**src/rtl/stage2_window_gen_pkg.sv**
```systemverilog
// Shared constants and FSM encoding for the stage-2 sliding-window generator.
package stage2_window_gen_pkg;

  localparam int KX           = 5;
  localparam int KY           = 5;
  localparam int ST2_Conv_IBW = 20;
  localparam int ST2_IMG_W    = 12;
  localparam int ST2_IMG_H    = 12;

  typedef enum logic {
    S_FILL = 1'b0,
    S_RUN  = 1'b1
  } win_state_e;

endpackage

```
**src/rtl/stage2_window_gen_line_buffer.sv**
```systemverilog
// One-row delay line: a shift-enabled register chain IMG_W entries deep.
// The output is the pixel accepted IMG_W enabled cycles earlier.
module stage2_line_buffer #(
  parameter int IMG_W = 12,
  parameter int IBW   = 20
) (
  input  logic           clk,
  input  logic           reset,
  input  logic           i_en,
  input  logic [IBW-1:0] i_data,
  output logic [IBW-1:0] o_data
);

  logic [IBW-1:0] taps_q [IMG_W];
  logic [IBW-1:0] taps_d [IMG_W];

  always_comb begin
    taps_d = taps_q;
    if (i_en) begin
      taps_d[0] = i_data;
      for (int k = 1; k < IMG_W; k++) begin
        taps_d[k] = taps_q[k-1];
      end
    end
  end

  always_ff @(posedge clk or posedge reset) begin
    if (reset) begin
      for (int k = 0; k < IMG_W; k++) begin
        taps_q[k] <= '0;
      end
    end else begin
      taps_q <= taps_d;
    end
  end

  assign o_data = taps_q[IMG_W-1];

endmodule

```
**src/rtl/stage2_window_gen.sv**
```systemverilog
// Stage-2 sliding-window generator: buffers KY-1 rows and emits a flattened
// KX x KY window per valid convolution position. Optional o_frame_done port
// is enabled by defining STAGE2_WIN_DONE_EN.
//
// state  | meaning
// S_FILL | rows 0..KY-2 of a frame arriving, no windows possible
// S_RUN  | rows KY-1.. arriving, window emitted for every col >= KX-1
module stage2_window_gen #(
  parameter int IMG_W = stage2_window_gen_pkg::ST2_IMG_W,
  parameter int IMG_H = stage2_window_gen_pkg::ST2_IMG_H,
  parameter int KX    = stage2_window_gen_pkg::KX,
  parameter int KY    = stage2_window_gen_pkg::KY,
  parameter int IBW   = stage2_window_gen_pkg::ST2_Conv_IBW
) (
  input  logic                   clk,
  input  logic                   reset,
  input  logic                   i_in_valid,
  input  logic [IBW-1:0]         i_in_fmap,
  output logic                   o_ot_valid,
  output logic [KX*KY*IBW-1:0]   o_ot_window
`ifdef STAGE2_WIN_DONE_EN
  ,
  output logic                   o_frame_done
`endif
);

  import stage2_window_gen_pkg::*;

  localparam int CW = (IMG_W > 1) ? $clog2(IMG_W) : 1;
  localparam int RW = (IMG_H > 1) ? $clog2(IMG_H) : 1;
  localparam logic [CW-1:0] COL_LAST  = CW'(IMG_W - 1);
  localparam logic [RW-1:0] ROW_LAST  = RW'(IMG_H - 1);
  localparam logic [CW-1:0] COL_FIRST = CW'(KX - 1);
  localparam logic [RW-1:0] ROW_FIRST = RW'(KY - 1);

  logic [CW-1:0] col_q, col_d;
  logic [RW-1:0] row_q, row_d;
  win_state_e    state_q, state_d;

  logic          frame_last;
  logic          emit;

  logic [IBW-1:0] line_tap [KY];
  logic [IBW-1:0] win_q [KY][KX];
  logic [IBW-1:0] win_d [KY][KX];
  logic [KX*KY*IBW-1:0] win_flat;

  logic                 valid_q, valid_d;
  logic [KX*KY*IBW-1:0] window_q, window_d;

  // ---------------- position counters ----------------
  assign frame_last = (row_q == ROW_LAST) && (col_q == COL_LAST);

  always_comb begin
    col_d = col_q;
    row_d = row_q;
    if (i_in_valid) begin
      if (col_q == COL_LAST) begin
        col_d = '0;
        row_d = (row_q == ROW_LAST) ? '0 : row_q + 1'b1;
      end else begin
        col_d = col_q + 1'b1;
      end
    end
  end

  always_ff @(posedge clk or posedge reset) begin
    if (reset) begin
      col_q <= '0;
      row_q <= '0;
    end else begin
      col_q <= col_d;
      row_q <= row_d;
    end
  end

  // ---------------- FSM ----------------
  always_ff @(posedge clk or posedge reset) begin
    if (reset) begin
      state_q <= S_FILL;
    end else begin
      state_q <= state_d;
    end
  end

  always_comb begin
    state_d = state_q;
    case (state_q)
      S_FILL: if (i_in_valid && (row_q == ROW_FIRST) && (col_q == '0)) state_d = S_RUN;
      S_RUN:  if (i_in_valid && frame_last) state_d = S_FILL;
      default: state_d = S_FILL;
    endcase
  end

  always_comb begin
    emit = 1'b0;
    if (state_q == S_RUN) begin
      emit = i_in_valid && (col_q >= COL_FIRST);
    end
  end

  // ---------------- row delay lines ----------------
  // line_tap[k] presents pixel (row-k, col) while the live pixel is on the input
  assign line_tap[0] = i_in_fmap;

  for (genvar k = 1; k < KY; k++) begin : g_line
    stage2_line_buffer #(
      .IMG_W (IMG_W),
      .IBW   (IBW)
    ) u_line (
      .clk    (clk),
      .reset  (reset),
      .i_en   (i_in_valid),
      .i_data (line_tap[k-1]),
      .o_data (line_tap[k])
    );
  end

  // ---------------- window shift array ----------------
  always_comb begin
    win_d = win_q;
    if (i_in_valid) begin
      for (int j = 0; j < KY; j++) begin
        for (int i = 0; i < KX - 1; i++) begin
          win_d[j][i] = win_q[j][i+1];
        end
        win_d[j][KX-1] = line_tap[KY-1-j];
      end
    end
  end

  always_ff @(posedge clk or posedge reset) begin
    if (reset) begin
      for (int j = 0; j < KY; j++) begin
        for (int i = 0; i < KX; i++) begin
          win_q[j][i] <= '0;
        end
      end
    end else begin
      win_q <= win_d;
    end
  end

  // Output is taken from the post-shift array so the window lands one edge after its pixel
  always_comb begin
    win_flat = '0;
    for (int j = 0; j < KY; j++) begin
      for (int i = 0; i < KX; i++) begin
        win_flat[(j*KX+i)*IBW +: IBW] = win_d[j][i];
      end
    end
  end

  // ---------------- registered outputs ----------------
  always_comb begin
    valid_d  = emit;
    window_d = emit ? win_flat : window_q;
  end

  always_ff @(posedge clk or posedge reset) begin
    if (reset) begin
      valid_q  <= 1'b0;
      window_q <= '0;
    end else begin
      valid_q  <= valid_d;
      window_q <= window_d;
    end
  end

  assign o_ot_valid  = valid_q;
  assign o_ot_window = window_q;

`ifdef STAGE2_WIN_DONE_EN
  logic done_q, done_d;

  always_comb begin
    done_d = emit && frame_last;
  end

  always_ff @(posedge clk or posedge reset) begin
    if (reset) begin
      done_q <= 1'b0;
    end else begin
      done_q <= done_d;
    end
  end

  assign o_frame_done = done_q;
`endif

endmodule

```
**config.mk**
```make
export PLATFORM = sky130hd
export DESIGN_NAME = stage2_window_gen
export DESIGN_NICKNAME = d
export VERILOG_FILES = /design/src/rtl/stage2_window_gen_pkg.sv /design/src/rtl/stage2_window_gen_line_buffer.sv /design/src/rtl/stage2_window_gen.sv
export SDC_FILE = /design/constraint.sdc
export NUM_CORES = 2
export LEC_CHECK = 0
export ABC_AREA = 0
export CAP_MARGIN = 10
export CORE_UTILIZATION = 25
export DETAILED_ROUTE_END_ITERATION = 7
export GPL_TIMING_DRIVEN = 0
export REMOVE_ABC_BUFFERS = 1
export SYNTH_ARGS = -nofsm -noshare
export SYNTH_HDL_FRONTEND = slang
export SYNTH_SLANG_ARGS = --single-unit
```
**constraint.sdc**
```tcl
create_clock -name clk -period 142.9 [get_ports clk]
set_clock_uncertainty 0.1 [all_clocks]
set_input_delay 28.58 -clock clk [delete_from_list [all_inputs] [get_ports clk]]
set_output_delay 28.58 -clock clk [all_outputs]
set_load 0.05 [all_outputs]
```
# ---- Word level (Yosys, flattened, before mapping)
# Cells that the tools add are included.
dict set report word_totals {
  out_inout_bits 501
  input_bits 23
  ff_bits 1970
}
dict set report op_classes {
  n_lt_le_gt_ge 1
  reduce_logical 7
  n_eq_ne 3
  muxes 7
  add_sub_neg 2
  bitwise 1
}
# operator count
set ops {}
lappend ops {{$mux W500} 1}
lappend ops {{$add A4 B1 Y4 const B} 2}
lappend ops {{$eq A4 B4 Y1 const B} 2}
lappend ops {{$mux W4} 2}
lappend ops {{$logic_and A1 B1 Y1} 5}
lappend ops {{$eq A4 B3 Y1 const B} 1}
lappend ops {{$ge A4 B3 Y1 const B} 1}
lappend ops {{$logic_not A4 Y1} 1}
lappend ops {{$mux W1} 3}
lappend ops {{$pmux W1 S2} 1}
lappend ops {{$reduce_and A2 Y1} 1}
lappend ops {{$not A1 Y1} 1}

# ---- Depth between registers and ports, before layout
dict set report depth {
  depth_word 5
  depth_mapped 8
}

# ---- Hierarchy
# Synthesis repeated with hierarchy kept, for this count alone.
dict set report unflattened {
  cells_unflattened 4280
  area_unflattened_um2 74849.3
}
# mod n_inst cells_per_inst area_per_inst_um2
set by_module_without_submodules {}
lappend by_module_without_submodules {stage2_window_gen 1 2168 38159.1}
lappend by_module_without_submodules {stage2_line_buffer 4 528 9172.5}

# ---- Least setup slack after synthesis
# OpenSTA, ideal clock, no wires.
dict set report synth_path {
  kind {input-to-reg}
  startpoint {in i_in_valid}
  endpoint {reg window_q[100] (netlist: o_ot_window[100])}
  setup_time_ns 0.125
  path_stages 6
  setup_slack_ns 112.983
  t_arrival_ns 29.692
  cell_sequence {buf_6 -> buf_6 -> buf_6 -> buf_6 -> mux2_4 -> mux2_2}
}
# item line_no
set synth_rtl {}
lappend synth_rtl {{from (decl)} stage2_window_gen.sv:17} ;# input logic i_in_valid,
lappend synth_rtl {{to (signal assigned)} stage2_window_gen.sv:166} ;# window_q <= window_d;
lappend synth_rtl {{to (decl)} stage2_window_gen.sv:49} ;# logic [KX*KY*IBW-1:0] window_q, window_d;

==> results.toml <==
[layout]
final_core_util_pct = 31.2
drive_gt1_share_pct = 42.8
syn_to_final_growth_pct = 23.9
finalNetCount = 5041
final_area_um2 = 91600

[floorplanning]
start_util_pct = 25.2
die_y_um = 546
num_rows = 199
dieWidth_um = 546
core_area_um2 = 294000
dieArea_um2 = 298000
ioPinCount = 524

[synthesis]
yosys_warnings = 0
syn_area_per_cell_um2 = 16.6
synth-seq-area-share_pct = 66.7
synthAdderAreaFrac_pct = 0.0677
async_flop_share_pct = 100
syn_inst = 4443
synth.area.mux_share_pct = 28.6
synth_top_family_by_area = "multiplexers"
yosys-top-cells-area = "dfrtp_1, mux2_2, mux2_4, o21ai_0, buf_4"
ys_seq_elements = 1970
synth.distinct_cells = 21
synth_top_area_share_pct = 66.7
yosys.area.top_type = "dfrtp_1"
synth_edf_count = 0
synth_commonest_cells = "dfrtp_1, mux2_2, mux2_4"
yosys.area_share.simple_pct = 0.565
synth_xor_area_share_pct = 0.0118
synthFlopType = "dfrtp_1"
synth_compound_area_share_pct = 1.18
synth_area_um2 = 74000
yosysMostFrequentCell = "dfrtp_1"

[clock_tree]
cts_max_path_buffers = 4
cts_buffers = 225
path_clk_slew_ns = 0.06
cts.sinks = 1970
cts_setup_buffers = 0
cts_tree = "yes"
insertion_delay_ns = 0.87
root_buffer = "clkbuf_16"
cts_hold_buf = 0
cts_resized = 0
h-tree-depth = 4

[flow_run]
maxCapViolCount = 0

[run_status]
violations = "design-rule violations"
status = "finished with violations"

[setup_path]
endpoint_kind = "asynchronous set/reset pin"
cpPeakStageDelay_ns = 0.53
cpLargestDelayFamily = "buffers and inverters"
cp_max_fo = 129
path_common_cell = "buf_16"
cp_cell_sequence = "clkdlybuf4s50_1, inv_8, buf_16, buf_16, buf_16, buf_16, buf_16, buf_16"
path_class = "input pin to asynchronous set/reset pin"
worst_ep_arrival_time_ns = 32.74
required_ns = 143.81
worst_path_max_delay_cell = "buf_16"
critPathBufInv = 8
cp-start-kind = "input pin"

[sta]
period_needed_ns = 31.83
final-max-slew-violation-count = 0
setup_viol = 0
setup_tns_ns = 0
finalHoldViolCount = 0
finalWorstSetupSlack_ns = 111.07
max_slew_margin_pct = 29.8
finalCritPeriodShare_pct = 22.3
fmax_mhz = 31.4
tightest_slew_ns = 1.05
rsz0062_at_grt = "no"

[routing]
drc = 72
finalWirelength_mm = 131
viasPerCell = 3.99
drtIter0Drc = 1585
routed_wire_length_per_instance_um = 14.3
vias = 36400
ant_nets = 0
drt_pre_antenna_iters = 6

[global_route]
antenna_found_initial = 3
grt_max_degree = 165
grt_usage_pct = 8.88
overflow = 0
grt_pass1_vias = 39285
grt_pass1_wl_mm = 222

[place]
port-buffer-count = 523
dp_hpwl_mm = 81.0
dpl_cell_area_um2 = 83800
post-place-ws_ns = 109.86
place_congestion = 0.729

[pwr]
seqPwrFrac_pct = 48.8
power.internal_w = 0.00116
clockPowerShare_pct = 38.3
p_per_area_nw_per_um2 = 16.9
p_leak_nw = 43.0
netSwitchingFraction_pct = 24.7
p_comb_share_pct = 12.9
peakVddDrop_mv = 0.0102
p_sw_w = 0.000383

[hold_path]
hp-class = "flop to flop"
==> cells in the final DEF (no fill, tap or decap) <==
| cell type | synthesis | routed |
|---|---|---|
| inv_8 | 0 | 1 |
| a21oi_1 | 3 | 3 |
| clkinv_2 | 0 | 37 |
| nand2_1 | 89 | 89 |
| bufinv_16 | 0 | 21 |
| clkinv_16 | 0 | 7 |
| mux2_2 | 1567 | 1567 |
| clkbuf_16 | 0 | 225 |
| inv_1 | 166 | 165 |
| inv_16 | 0 | 3 |
| buf_16 | 0 | 34 |
| dfrtp_1 | 1970 | 1970 |
| clkbuf_8 | 0 | 45 |
| ha_1 | 4 | 4 |
| clkinvlp_4 | 0 | 25 |
| buf_12 | 0 | 15 |
| mux2_4 | 234 | 234 |
| or4_1 | 1 | 1 |
| nor2_1 | 4 | 4 |
| nand3_1 | 2 | 2 |
| a31o_2 | 1 | 1 |
| clkinv_8 | 0 | 1 |
| clkinv_4 | 0 | 7 |
| o21ai_0 | 168 | 168 |
| clkbuf_1 | 15 | 44 |
| xnor2_1 | 1 | 1 |
| nand4b_2 | 1 | 1 |
| inv_6 | 0 | 5 |
| a21boi_0 | 1 | 1 |
| and4b_1 | 3 | 3 |
| nor2_4 | 0 | 1 |
| clkdlybuf4s50_1 | 0 | 522 |
| diode_2 | 0 | 3 |
==> final timing paths <==
check / start / slack, ns / depth (start not counted) / to
min in group asynchronous: reset / 28.02 / 2 / o_ot_window[340]
hold / removal: g_line[4].u_line.taps_q[160] / 0.35 / 1 / g_line[4].u_line.taps_q[140]
setup / recovery: reset / 111.07 / 8 / o_ot_window[239]
setup reg to reg: col_q[3] / 139.98 / 8 / o_ot_window[41]
hold reg to reg: g_line[4].u_line.taps_q[160] / 0.35 / 1 / g_line[4].u_line.taps_q[140]
max in group clk: i_in_valid / 111.11 / 11 / o_ot_window[41]
==> cells by family (layout without fill, tap and decap cells) <==
logic type | count (synthesis) | in the layout
AND/OR/NAND/NOR | 101 | 101
adder cells (fa/ha/maj) | 4 | 4
flip-flops | 1970 | 1970
AO/OA/AOI/OAI | 173 | 173
multiplexers | 1801 | 1801
other | 0 | 3
buffers and inverters | 393 | 1157
XOR/XNOR | 1 | 1
==> worst register-to-register path, cell delays in order, from the launching register on <==
cell     delay, ns
dfrtp_1       0.44
nor2_1        0.13
nor2_4        0.68
buf_12        0.27
buf_12        0.25
buf_16        0.20
buf_16        0.18
buf_16        0.18
mux2_2        0.36
==> cell type report <==
type                       count  area [um2]
fill                       28695      202000
sequential                  1970       49300
multi-input combinational   2080       22500
timing repair buffer         571        6460
clock buffer                 314        6410
tap                         3919        4900
clock inverter               106        1400
inverter                     166         631
antenna                        3        7.51
==> registers in the layout (all words and copies together) (netlist names) <==
name / cells
o_ot_valid: 1
col_q: 4
g_line.u_line.o_data: 80
row_q: 4
win_q: 500
state_q: 1
o_ot_window: 500
g_line.u_line.taps_q: 880
==> stage by stage <==
stage,std cells,hold WS (ns),total power (W)
after global placement,8658,0.378,0.00108
after CTS,9126,0.343,0.00158
after global routing,9127,0.353,0.00164
after detailed placement,8706,0.378,0.000971
final,9129,0.354,0.00155
after floorplan,4216,0.362,0.000914
==> per-layer routing <==
metal / global-route usage [%] / vias to the layer above / share of wire [%]
li1: - / 16713 / -
met1: 11.8 / 18851 / 45
met2: 13.7 / 576 / 45
met3: 2.60 / 260 / 6.4
met4: 3.12 / 0 / 3.2
met5: 0 / - / 0
==> power by group through the flow <==
stage	sequential [W]	combinational [W]	clock, W
after floorplan	0.000761	0.000153	0
after global placement	0.000781	0.000295	0
after detailed placement	0.000767	0.000203	0
after CTS	0.000758	0.000205	0.000620
after global routing	0.000775	0.000222	0.000641
final	0.000755	0.000200	0.000593
No activity file was read; power rests on OpenSTA's default activity.
